`config.mk`:
```
export PLATFORM = sky130hd
export DESIGN_NAME = switch_debounce
export DESIGN_NICKNAME = d
export VERILOG_FILES = /design/src/rtl/debounce_pkg.sv /design/src/rtl/debounce_channel.sv /design/src/rtl/switch_debounce.sv
export SDC_FILE = /design/constraint.sdc
export NUM_CORES = 1
export LEC_CHECK = 0
export CAP_MARGIN = 20
export CORE_AREA = 2 2 39 41
export CTS_BUF_LIST = sky130_fd_sc_hd__clkbuf_16
export DETAILED_ROUTE_END_ITERATION = 12
export DIE_AREA = 0 0 41 43
export RECOVER_POWER = 25
export SYNTH_ARGS = -nofsm -noshare
export SYNTH_HDL_FRONTEND = slang
export SYNTH_SLANG_ARGS = --single-unit
```
`constraint.sdc`:
```
create_clock -name CLK -period 1.88 [get_ports CLK]
set_clock_uncertainty 0.1 [all_clocks]
set_input_delay 0.376 -clock CLK [delete_from_list [all_inputs] [get_ports CLK]]
set_output_delay 0.376 -clock CLK [all_outputs]
set_load 0.02 [all_outputs]
```
`src/rtl/debounce_pkg.sv`:
```
// Shared constants for the switch debouncer: synchroniser depth and
// stability-counter sizing.
package debounce_pkg;

  localparam int SYNC_STAGES = 2;

  // Enough bits to hold a count up to and including n.
  function automatic int cnt_width(int n);
    return $clog2(n + 1);
  endfunction

endpackage

```
`src/rtl/debounce_channel.sv`:
```
// One debounced channel: synchroniser, stability counter, level output and
// registered one-cycle rise/fall pulses.
module debounce_channel
  import debounce_pkg::*;
#(
  parameter int STABLE_CYCLES = 16
) (
  input  logic CLK,
  input  logic Reset,
  input  logic d_raw,
  output logic q,
  output logic rise,
  output logic fall
);

  localparam int CW = cnt_width(STABLE_CYCLES);
  localparam logic [CW-1:0] CNT_LAST = CW'(STABLE_CYCLES - 1);

  logic [SYNC_STAGES-1:0] sync_q, sync_d;
  logic [CW-1:0]          cnt_q, cnt_d;
  logic                   q_q, q_d;
  logic                   rise_q, rise_d;
  logic                   fall_q, fall_d;
  logic                   s_sync;

  // Only the last synchroniser stage is allowed to influence the debounce.
  assign s_sync = sync_q[SYNC_STAGES-1];

  always_comb begin
    sync_d = {sync_q[SYNC_STAGES-2:0], d_raw};
    cnt_d  = '0;
    q_d    = q_q;
    rise_d = 1'b0;
    fall_d = 1'b0;
    if (s_sync != q_q) begin
      if (cnt_q == CNT_LAST) begin
        q_d    = s_sync;
        rise_d = s_sync;
        fall_d = ~s_sync;
      end else begin
        cnt_d = cnt_q + CW'(1);
      end
    end
  end

  always_ff @(posedge CLK) begin
    if (Reset) begin
      sync_q <= '0;
      cnt_q  <= '0;
      q_q    <= 1'b0;
      rise_q <= 1'b0;
      fall_q <= 1'b0;
    end else begin
      sync_q <= sync_d;
      cnt_q  <= cnt_d;
      q_q    <= q_d;
      rise_q <= rise_d;
      fall_q <= fall_d;
    end
  end

  assign q    = q_q;
  assign rise = rise_q;
  assign fall = fall_q;

endmodule

```
`src/rtl/switch_debounce.sv`:
```
// Multi-channel switch debouncer between the board pins and the registered
// datapath; every channel is an independent debounce_channel.
module switch_debounce
  import debounce_pkg::*;
#(
  parameter int WIDTH         = 1,
  parameter int STABLE_CYCLES = 16
) (
  input  logic             CLK,
  input  logic             Reset,
  input  logic [WIDTH-1:0] D_raw,
  output logic [WIDTH-1:0] Q,
  output logic [WIDTH-1:0] rise,
  output logic [WIDTH-1:0] fall
);

  generate
    for (genvar gi = 0; gi < WIDTH; gi++) begin : g_chan
      debounce_channel #(
        .STABLE_CYCLES(STABLE_CYCLES)
      ) u_chan (
        .CLK  (CLK),
        .Reset(Reset),
        .d_raw(D_raw[gi]),
        .q    (Q[gi]),
        .rise (rise[gi]),
        .fall (fall[gi])
      );
    end
  endgenerate

endmodule
```
Yosys cells after proc, flatten, opt, wreduce, memory -nomap -nowiden --
Cells that the tools add are included.
Word-level totals: bits in registers 10, bits in latches 0, bits in writable memories 0, bits in read-only memories 0, input bits 3, logic and storage cells 14, memories 0
Operators by class: add/sub/neg operators 1, multipliers 0, divide/modulo/power cells 0, magnitude comparators 0, equal/unequal tests 2, shifts and indexed selects 0, muxes and demuxes 0, bitwise operators 3, reduce and logical (&&, ||, !) cells 3
Operators with widths (count):
- 3-bit OR reduction | 2
- 5-bit by 1-bit adder with 5-bit output, second input constant | 1
- 5-bit by 4-bit == test with 1-bit output, second input constant | 1
- 1-bit NOT | 3
- 2-bit AND reduction | 1
- 1-bit != test | 1

Depth between registers and ports, before layout --
Gate-level depths: netlist of the first run.
depth after elaboration 3, depth in mapped cells 5, gate-level depth less buffers 5

Worst setup path after synthesis of the first run --
No wires, ideal clock.
path type flip-flop to flip-flop, start register g_chan[0].u_chan.cnt_q[0], end register g_chan[0].u_chan.cnt_q[2], library setup time 0.064 ns, data arrival time 1.392 ns, slack 0.324 ns, stages on the path, launching flop included 6, path buffers 0, period minus slack after synthesis 1.556 ns, path through dfxtp_1 ha_1 and3_1 ha_1 or3_4 nor2_1
On the way: word-level cells in the longest chain between the ends 2
Ends and longest elaborated chain:
- start, declared | line debounce_channel.sv:20 | logic [CW-1:0] cnt_q, cnt_d;
- start signal, assigned | line debounce_channel.sv:55 | cnt_q <= cnt_d;
- parallel branches: the longest is 2 deep, another holds 5-bit by 1-bit adder with 5-bit output
Several ways; the timed one is not identified. A chain may end at the register's enable or synchronous reset.

Final worst setup path of the first run --
start register g_chan[0].u_chan.q_q, end output port Q
RTL lines:
- start, declared | line debounce_channel.sv:21 | logic q_q, q_d;
- start signal, assigned | line debounce_channel.sv:56 | q_q <= q_d;
- end, declared | line switch_debounce.sv:12 | output logic [WIDTH-1:0] Q,
No word-level cell between the ends.

==> summary.txt, run 1 <==
Switching power share of the total -> 15.0%
Number of DRC markers in iteration 0 -> 0
Period minus WS final -> 1720 ps
Combined global-route utilization of all metal layers -> 7.97%
Vias per cell -> 3.96
Min setup slack post-route -> 164 ps
Largest net degree at the start of global routing -> 7
Achievable clock frequency -> 0.583 GHz
Simple logic cell fraction of the synthesized area -> 23.5%
Adder and majority cell fraction of the synthesized area -> 7.12%
Antenna violations before repair -> 0
Post-route fraction of the period consumed by the critical path -> 91.3%
Post-synthesis cell area -> 352 µm²
Routed Wire Length -> 471 µm
Net total in the final layout -> 46
Wire length of the first global-routing pass -> 834 µm
Sequential element share of the synthesized area -> 56.9%
Switching pwr -> 0.0000876 W
Final Hold Vio Count -> 0
Hold WC Path Type -> flip-flop to flip-flop
Max-slew headroom -> 85.8%
Die Outline Area -> 1760 µm²
Power per cell area -> 1180 nW/µm²
Clock-pin slew on the worst setup and hold paths -> 40 ps
Buffer and inverter count on the worst path -> 1
Count of inserted antenna diode cells -> 0
Clock network power share -> 61.1%
Fraction of registers with async set or reset after synthesis -> 0%
Clock latency of the later-clocked register in the worst-skew pair -> 230 ps
RSZ-0062 raised after global routing -> false
P_leak -> 0.190 nW
Startpoint-to-endpoint class of the critical path -> flip-flop to primary output
Ranking of synthesized cells by area -> sky130_fd_sc_hd__dfxtp_1, sky130_fd_sc_hd__and4bb_2, sky130_fd_sc_hd__ha_1
Compound-gate portion of the synthesized area -> 0%
Largest buffer count on any clock path -> 2
Count of vias placed by the detailed router -> 218
Post-synth top flop -> sky130_fd_sc_hd__dfxtp_1
Detailed-router iteration count before antenna repair -> 1
Die Width -> 41 µm
TritonCTS clock tree -> built
Number of global-route vias before repair -> 200
Hpwl dp -> 363 µm
Port Buffers -> 5
Count of boundary I/O pins -> 6
Seq cells post-synth -> 10
Layout cells sized above 1 -> 15.4%
GRT busiest layer -> met4
Gate family responsible for the most delay along the worst path -> buffers and inverters
Number of synthesis warnings -> 0
Series of cell instances along the critical path -> clkdlybuf4s50_1
Synth Area in XOR/XNOR -> 7.47%
CP startpoint kind -> flip-flop
Final std cells w/o fill -> 55
Placed instance count -> 52
Post-synth net total -> 36
Internal power consumption -> 0.000497 W
Depth of the CTS H-tree -> 1
Total Neg Setup Slack -> 0 ps
Cell taking the most area after synthesis -> sky130_fd_sc_hd__dfxtp_1
Share of synthesized area spent on multiplexers -> 2.85%
Required time at the worst-slack endpoint -> 1400 ps
CTS buffer count -> 3
CTS root buf -> sky130_fd_sc_hd__clkbuf_16
Count of unique library cells instantiated by Yosys -> 12
Total setup buffers inserted after CTS -> 0
Area growth syn-to-layout -> 41.3%
Transition at the pin with the smallest max-transition slack -> 212 ps
Final antenna-violating net count -> 0
Starting Density -> 25.4%
Core Box Area -> 1380 µm²
Routed length per placed instance -> 8.56 µm
Run status -> finished, final reports clean
Global placement routability congestion -> 0.675
Share of power burned in combinational logic -> 1.7%
Met1 usage in global routing -> 8.82%
# setup viols final -> 0
Most numerous cell in the Yosys netlist -> sky130_fd_sc_hd__dfxtp_1
Die Height -> 43 µm
Remaining design rule violation count -> 0
CP Max Fanout -> 5
Grt total ovfl -> 0
Per-instance average area after synthesis -> 11.3 µm²
Met3 GRT Util -> 1.57%
CTS-repair resized insts -> 0
Fillers -> 143
Reg power frac -> 37.2%
Top post-synthesis cells by count -> sky130_fd_sc_hd__dfxtp_1, sky130_fd_sc_hd__nor2_1
Sink count of the clock tree -> 10
Pins over their slew limit -> 0
Pre-CTS setup slack -> 228 ps
Endpoint class of the critical path -> primary output
Combinational family with the most area after synthesis -> simple AND/OR/NAND/NOR gates
Count of hold buffers inserted by post-cts repair -> 0
Number of synthesized flops with an enable pin -> 0
Cell count after synthesis -> 31
Worst IR drop on VDD -> 0.000505 V
Critical Path Max Stage Delay -> 630 ps
Post-layout total power -> 0.000584 W
Area fraction of the dominant cell type after synthesis -> 56.9%
Site row count -> 14
Met2 track utilization from global routing -> 9.69%
Data arrival time of the critical path -> 1240 ps
Critical-path cell with the highest stage delay -> sky130_fd_sc_hd__clkdlybuf4s50_1
Number of violations of the max-capacitance limit -> 0
power by group through the flow:
stage	Clock (W)	Sequential [W]	Combinational, W
after detailed placement	0	0.000221	0.0000106
after global routing	0.000379	0.000218	0.0000110
after CTS	0.000363	0.000217	0.0000107
after global placement	0	0.000221	0.0000104
after floorplan	0	0.000220	0.00000463
final	0.000357	0.000217	0.0000101
layout make-up:
cell class,instances,area (µm²),share of cell area [%]
Sequential cell,10,200,40.3
Multi-Input combinational cell,19,144,29.0
Clock buffer,3,75.1,15.1
Timing Repair Buffer,5,50.0,10.1
Tap cell,16,20.0,4.03
Inverter,2,7.51,1.51
registers in the layout, summed over array words and instances (netlist names):
name                  cells
g_chan.u_chan.fall        1
g_chan.u_chan.cnt_q       5
g_chan.u_chan.sync_q      2
g_chan.u_chan.rise        1
g_chan.u_chan.q           1
cell families (layout without fill, tap and decap cells):
kind of cell | count (synthesis) | count (layout)
xor+xnor | 3 | 3
simple gates | 13 | 13
fa+ha+maj | 2 | 2
mux | 1 | 1
flops | 10 | 10
buf+inv | 2 | 10
per-layer routing:
metal | part of all wire (%) | wire length, µm | up-vias
met3 | 0.85 | 4 | 2
met4 | 5.7 | 27 | 0
met5 | 0 | 0 | -
met1 | 52 | 244 | 95
li1 | - | - | 118
met2 | 41 | 194 | 3
worst paths after layout:
| check | to | cells past startpoint | start | slack [ps] |
|---|---|---|---|---|
| max | Q | 1 | g_chan[0].u_chan.q | 160 |
| max reg2reg | g_chan[0].u_chan.cnt_q[1] | 5 | g_chan[0].u_chan.cnt_q[0] | 240 |
| min reg2reg | g_chan[0].u_chan.sync_q[1] | 1 | g_chan[0].u_chan.sync_q[0] | 350 |
| min | g_chan[0].u_chan.sync_q[1] | 1 | g_chan[0].u_chan.sync_q[0] | 350 |
through the flow:
| stage | hold slack [ps] | util (%) | instance area (µm²) |
|---|---|---|---|
| floorplan | 314 | - | 352 |
| global placement | 322 | 30.5 | 422 |
| detailed placement | 343 | 30.5 | 422 |
| CTS | 348 | 35.9 | 497 |
| global route | 357 | 35.9 | 497 |
| finish | 349 | 35.9 | 497 |
placed cells by master, fill, tap and decap left out:
master                            Yosys  layout
sky130_fd_sc_hd__and3_1               1       1
sky130_fd_sc_hd__and4bb_2             2       2
sky130_fd_sc_hd__clkbuf_16            0       3
sky130_fd_sc_hd__clkdlybuf4s50_1      0       4
sky130_fd_sc_hd__dfxtp_1             10      10
sky130_fd_sc_hd__dlygate4sd3_1        0       1
sky130_fd_sc_hd__ha_1                 2       2
sky130_fd_sc_hd__inv_1                2       2
sky130_fd_sc_hd__mux2i_1              1       1
sky130_fd_sc_hd__nand3_1              1       1
sky130_fd_sc_hd__nor2_1               6       6
sky130_fd_sc_hd__nor2b_1              2       2
sky130_fd_sc_hd__or3_4                1       1
sky130_fd_sc_hd__xnor2_1              2       2
sky130_fd_sc_hd__xor2_1               1       1
Power figures use the tool's default switching activity.
==> inputs of run 2 (changes only) <==
--- a/config.mk
+++ b/config.mk
@@ -10,6 +10,7 @@
 export CTS_BUF_LIST = sky130_fd_sc_hd__clkbuf_16
 export DETAILED_ROUTE_END_ITERATION = 12
 export DIE_AREA = 0 0 41 43
+export PLACE_DENSITY = 0.47
 export RECOVER_POWER = 25
 export SYNTH_ARGS = -nofsm -noshare
 export SYNTH_HDL_FRONTEND = slang
==> run 2 against run 1 <==
- sequential power hardly changed
- die area stayed put
- first-iteration DRC count is 1 higher
- hold slack worse by 3.0 ps
- power is 2.0% higher
- fmax is 0.43% lower
- cell area is 0.76% higher
- combinational power hardly changed
- non-clock buffer count stayed put
- register-to-register slack hardly changed
- critical path depth stayed put
- worst setup slack worse by 7.5 ps
- largest power group unchanged
==> summary.txt, run 2 (same netlist as run 1, synthesis figures left out) <==
Detailed-router iteration count before antenna repair -> 2 (was 1)
Crit Reg-Reg Startpoint -> g_chan[0].u_chan.cnt_q[0] (unchanged)
Clock network power share -> 61.9% (was 61.1%)
Gate family responsible for the most delay along the worst path -> buffers and inverters (unchanged)
Pins over their slew limit -> 0 (unchanged)
Total Neg Setup Slack -> 0 ps (unchanged)
Count of vias placed by the detailed router -> 236 (was 218)
Fillers -> 146 (was 143)
Worst hold start -> g_chan[0].u_chan.sync_q[0] (unchanged)
CP startpoint kind -> flip-flop (unchanged)
Critical Path Max Stage Delay -> 630 ps (about the same)
Routed length per placed instance -> 9.50 µm (was 8.56 µm)
Startpoint-to-endpoint class of the critical path -> flip-flop to primary output (unchanged)
Count of inserted antenna diode cells -> 0 (unchanged)
Count of boundary I/O pins -> 6 (unchanged)
Series of cell instances along the critical path -> clkdlybuf4s50_1 (unchanged)
Hpwl dp -> 434 µm (was 363 µm)
Combined global-route utilization of all metal layers -> 9.30% (was 7.97%)
Area of combinational cells with multiple inputs -> 144 µm² (unchanged)
Worst min-delay path endpoint -> g_chan[0].u_chan.sync_q[1] (unchanged)
Layout cells sized above 1 -> 15.0% (was 15.4%)
Transition at the pin with the smallest max-transition slack -> 212 ps (about the same)
Number of global-route vias before repair -> 250 (was 200)
Min setup slack post-route -> 157 ps (was 164 ps)
Final Hold Vio Count -> 0 (unchanged)
Worst hold-check slack -> 346 ps (was 349 ps)
Number of DRC markers in iteration 0 -> 1 (was 0)
Depth of the CTS H-tree -> 1 (unchanged)
# setup viols final -> 0 (unchanged)
Sink count of the clock tree -> 10 (unchanged)
Power per cell area -> 1190 nW/µm² (was 1180 nW/µm²)
Routed Wire Length -> 532 µm (was 471 µm)
CP Max Fanout -> 5 (unchanged)
Period minus WS final -> 1720 ps (about the same)
Worst IR drop on VDD -> 0.000550 V (was 0.000505 V)
RSZ-0062 raised after global routing -> false (unchanged)
Total setup buffers inserted after CTS -> 0 (unchanged)
Die Width -> 41 µm (unchanged)
Run status -> finished, final reports clean (unchanged)
TritonCTS clock tree -> built (unchanged)
Reg2reg path depth -> 5 (unchanged)
Grt total ovfl -> 0 (unchanged)
Wire length of the first global-routing pass -> 959 µm (was 834 µm)
Switching power share of the total -> 16.1% (was 15.0%)
CTS-repair resized insts -> 0 (unchanged)
Buffer and inverter count on the worst path -> 1 (unchanged)
Max-slew headroom -> 85.8% (about the same)
Core Box Area -> 1380 µm² (unchanged)
Reg power frac -> 36.5% (was 37.2%)
Endpoint class of the critical path -> primary output (unchanged)
Most common cell after layout, fill and taps aside -> sky130_fd_sc_hd__dfxtp_1 (unchanged)
Instance count along the most critical hold path -> 1 (unchanged)
Critical-path cell with the highest stage delay -> sky130_fd_sc_hd__clkdlybuf4s50_1 (unchanged)
Clock-pin slew on the worst setup and hold paths -> 40 ps (about the same)
Net total in the final layout -> 46 (unchanged)
Post-route fraction of the period consumed by the critical path -> 91.7% (was 91.3%)
Top reg by flops -> g_chan.u_chan.cnt_q (unchanged)
Pre-CTS setup slack -> 214 ps (was 228 ps)
P_leak -> 0.191 nW (was 0.190 nW)
Internal power consumption -> 0.000500 W (was 0.000497 W)
Data arrival time of the critical path -> 1250 ps (was 1240 ps)
Count of hold buffers inserted by post-cts repair -> 0 (unchanged)
Required time at the worst-slack endpoint -> 1400 ps (about the same)
Largest net degree at the start of global routing -> 7 (unchanged)
CTS buffer count -> 3 (unchanged)
Most frequent cells in the layout -> sky130_fd_sc_hd__dfxtp_1, sky130_fd_sc_hd__nor2_1, sky130_fd_sc_hd__clkdlybuf4s50_1 (unchanged)
Die Height -> 43 µm (unchanged)
Terminus of the critical flop-to-flop path -> g_chan[0].u_chan.cnt_q[2] (was g_chan[0].u_chan.cnt_q[1])
Achievable clock frequency -> 0.580 GHz (was 0.583 GHz)
Finished layout cell area -> 500 µm² (was 497 µm²)
Number of violations of the max-capacitance limit -> 0 (unchanged)
Starting Density -> 25.4% (unchanged)
Vias per cell -> 4.21 (was 3.96)
Share of power burned in combinational logic -> 1.7% (about the same)
Area of all sequential standard cells -> 200 µm² (unchanged)
Clock latency of the later-clocked register in the worst-skew pair -> 230 ps (about the same)
Port Buffers -> 5 (unchanged)
Largest regs -> g_chan.u_chan.cnt_q: 5 flops, g_chan.u_chan.sync_q: 2 flops (unchanged)
Area growth syn-to-layout -> 42.3% (was 41.3%)
Die Outline Area -> 1760 µm² (unchanged)
Site row count -> 14 (unchanged)
Post-placement cell area -> 422 µm² (unchanged)
Number of flip-flops under the largest register name -> 5 (unchanged)
Remaining design rule violation count -> 0 (unchanged)
Switching pwr -> 0.0000958 W (was 0.0000876 W)
Global placement routability congestion -> 0.570 (was 0.675)
Antenna violations before repair -> 0 (unchanged)
Largest buffer count on any clock path -> 2 (unchanged)
Hold WC Path Type -> flip-flop to flip-flop (unchanged)
Reg-to-reg setup timing slack -> 230 ps (was 240 ps)
Final antenna-violating net count -> 0 (unchanged)
CTS root buf -> sky130_fd_sc_hd__clkbuf_16 (unchanged)
==> run 2: worst reg2reg max path, delay by kind of cell (launching register included) <==
| family | cells | cell delay (ps) |
|---|---|---|
| fa+ha+maj | 2 | 450 |
| flops | 1 | 320 |
| simple gates | 3 | 730 |
==> run 2: how the worst max path moves through the flow <==
stage,depth (start not counted),startpoint,end,slack [ps]
floorplan,5,g_chan[0].u_chan.cnt_q[0],g_chan[0].u_chan.cnt_q[2],320
global placement,5,g_chan[0].u_chan.cnt_q[0],g_chan[0].u_chan.cnt_q[3],250
detailed placement,5,g_chan[0].u_chan.cnt_q[0],g_chan[0].u_chan.cnt_q[2],210
CTS,1,g_chan[0].u_chan.q,Q,150
global route,1,g_chan[0].u_chan.q,Q,120
finish,1,g_chan[0].u_chan.q,Q,160
==> run 2: power groups by stage <==
stage                     registers (W)   logic [W]  clock network, W
after detailed placement       0.000221   0.0000105                 0
final                          0.000217  0.00000985          0.000369
after global routing           0.000217   0.0000111          0.000395
after global placement         0.000221   0.0000101                 0
after CTS                      0.000217   0.0000105          0.000379
after floorplan                0.000220  0.00000463                 0
==> run 2: per-layer routing <==
| layer | share of wire (%) | GRT usage (%) |
|---|---|---|
| met5 | 0 | 0 |
| met4 | 4.3 | 10.0 |
| met3 | 6.0 | 6.28 |
| met2 | 54 | 13.4 |
| met1 | 36 | 7.24 |
==> run 2: cell type report <==
type | instances | share of cell area (%)
flip-flops and latches | 10 | 40.0
multi-input cells | 19 | 28.7
clock buffers | 3 | 15.0
repair buffers | 5 | 10.0
well taps | 16 | 4.00
inverters | 2 | 1.50
clock inverters | 1 | 0.750
==> run 2: metrics by stage <==
| stage | total power (W) | cells | util [%] |
|---|---|---|---|
| detailed placement | 0.000231 | 52 | 30.5 |
| global route | 0.000623 | 56 | 36.2 |
| global placement | 0.000231 | 52 | 30.5 |
| finish | 0.000596 | 56 | 36.2 |
| floorplan | 0.000225 | 31 | - |
| CTS | 0.000607 | 56 | 36.2 |
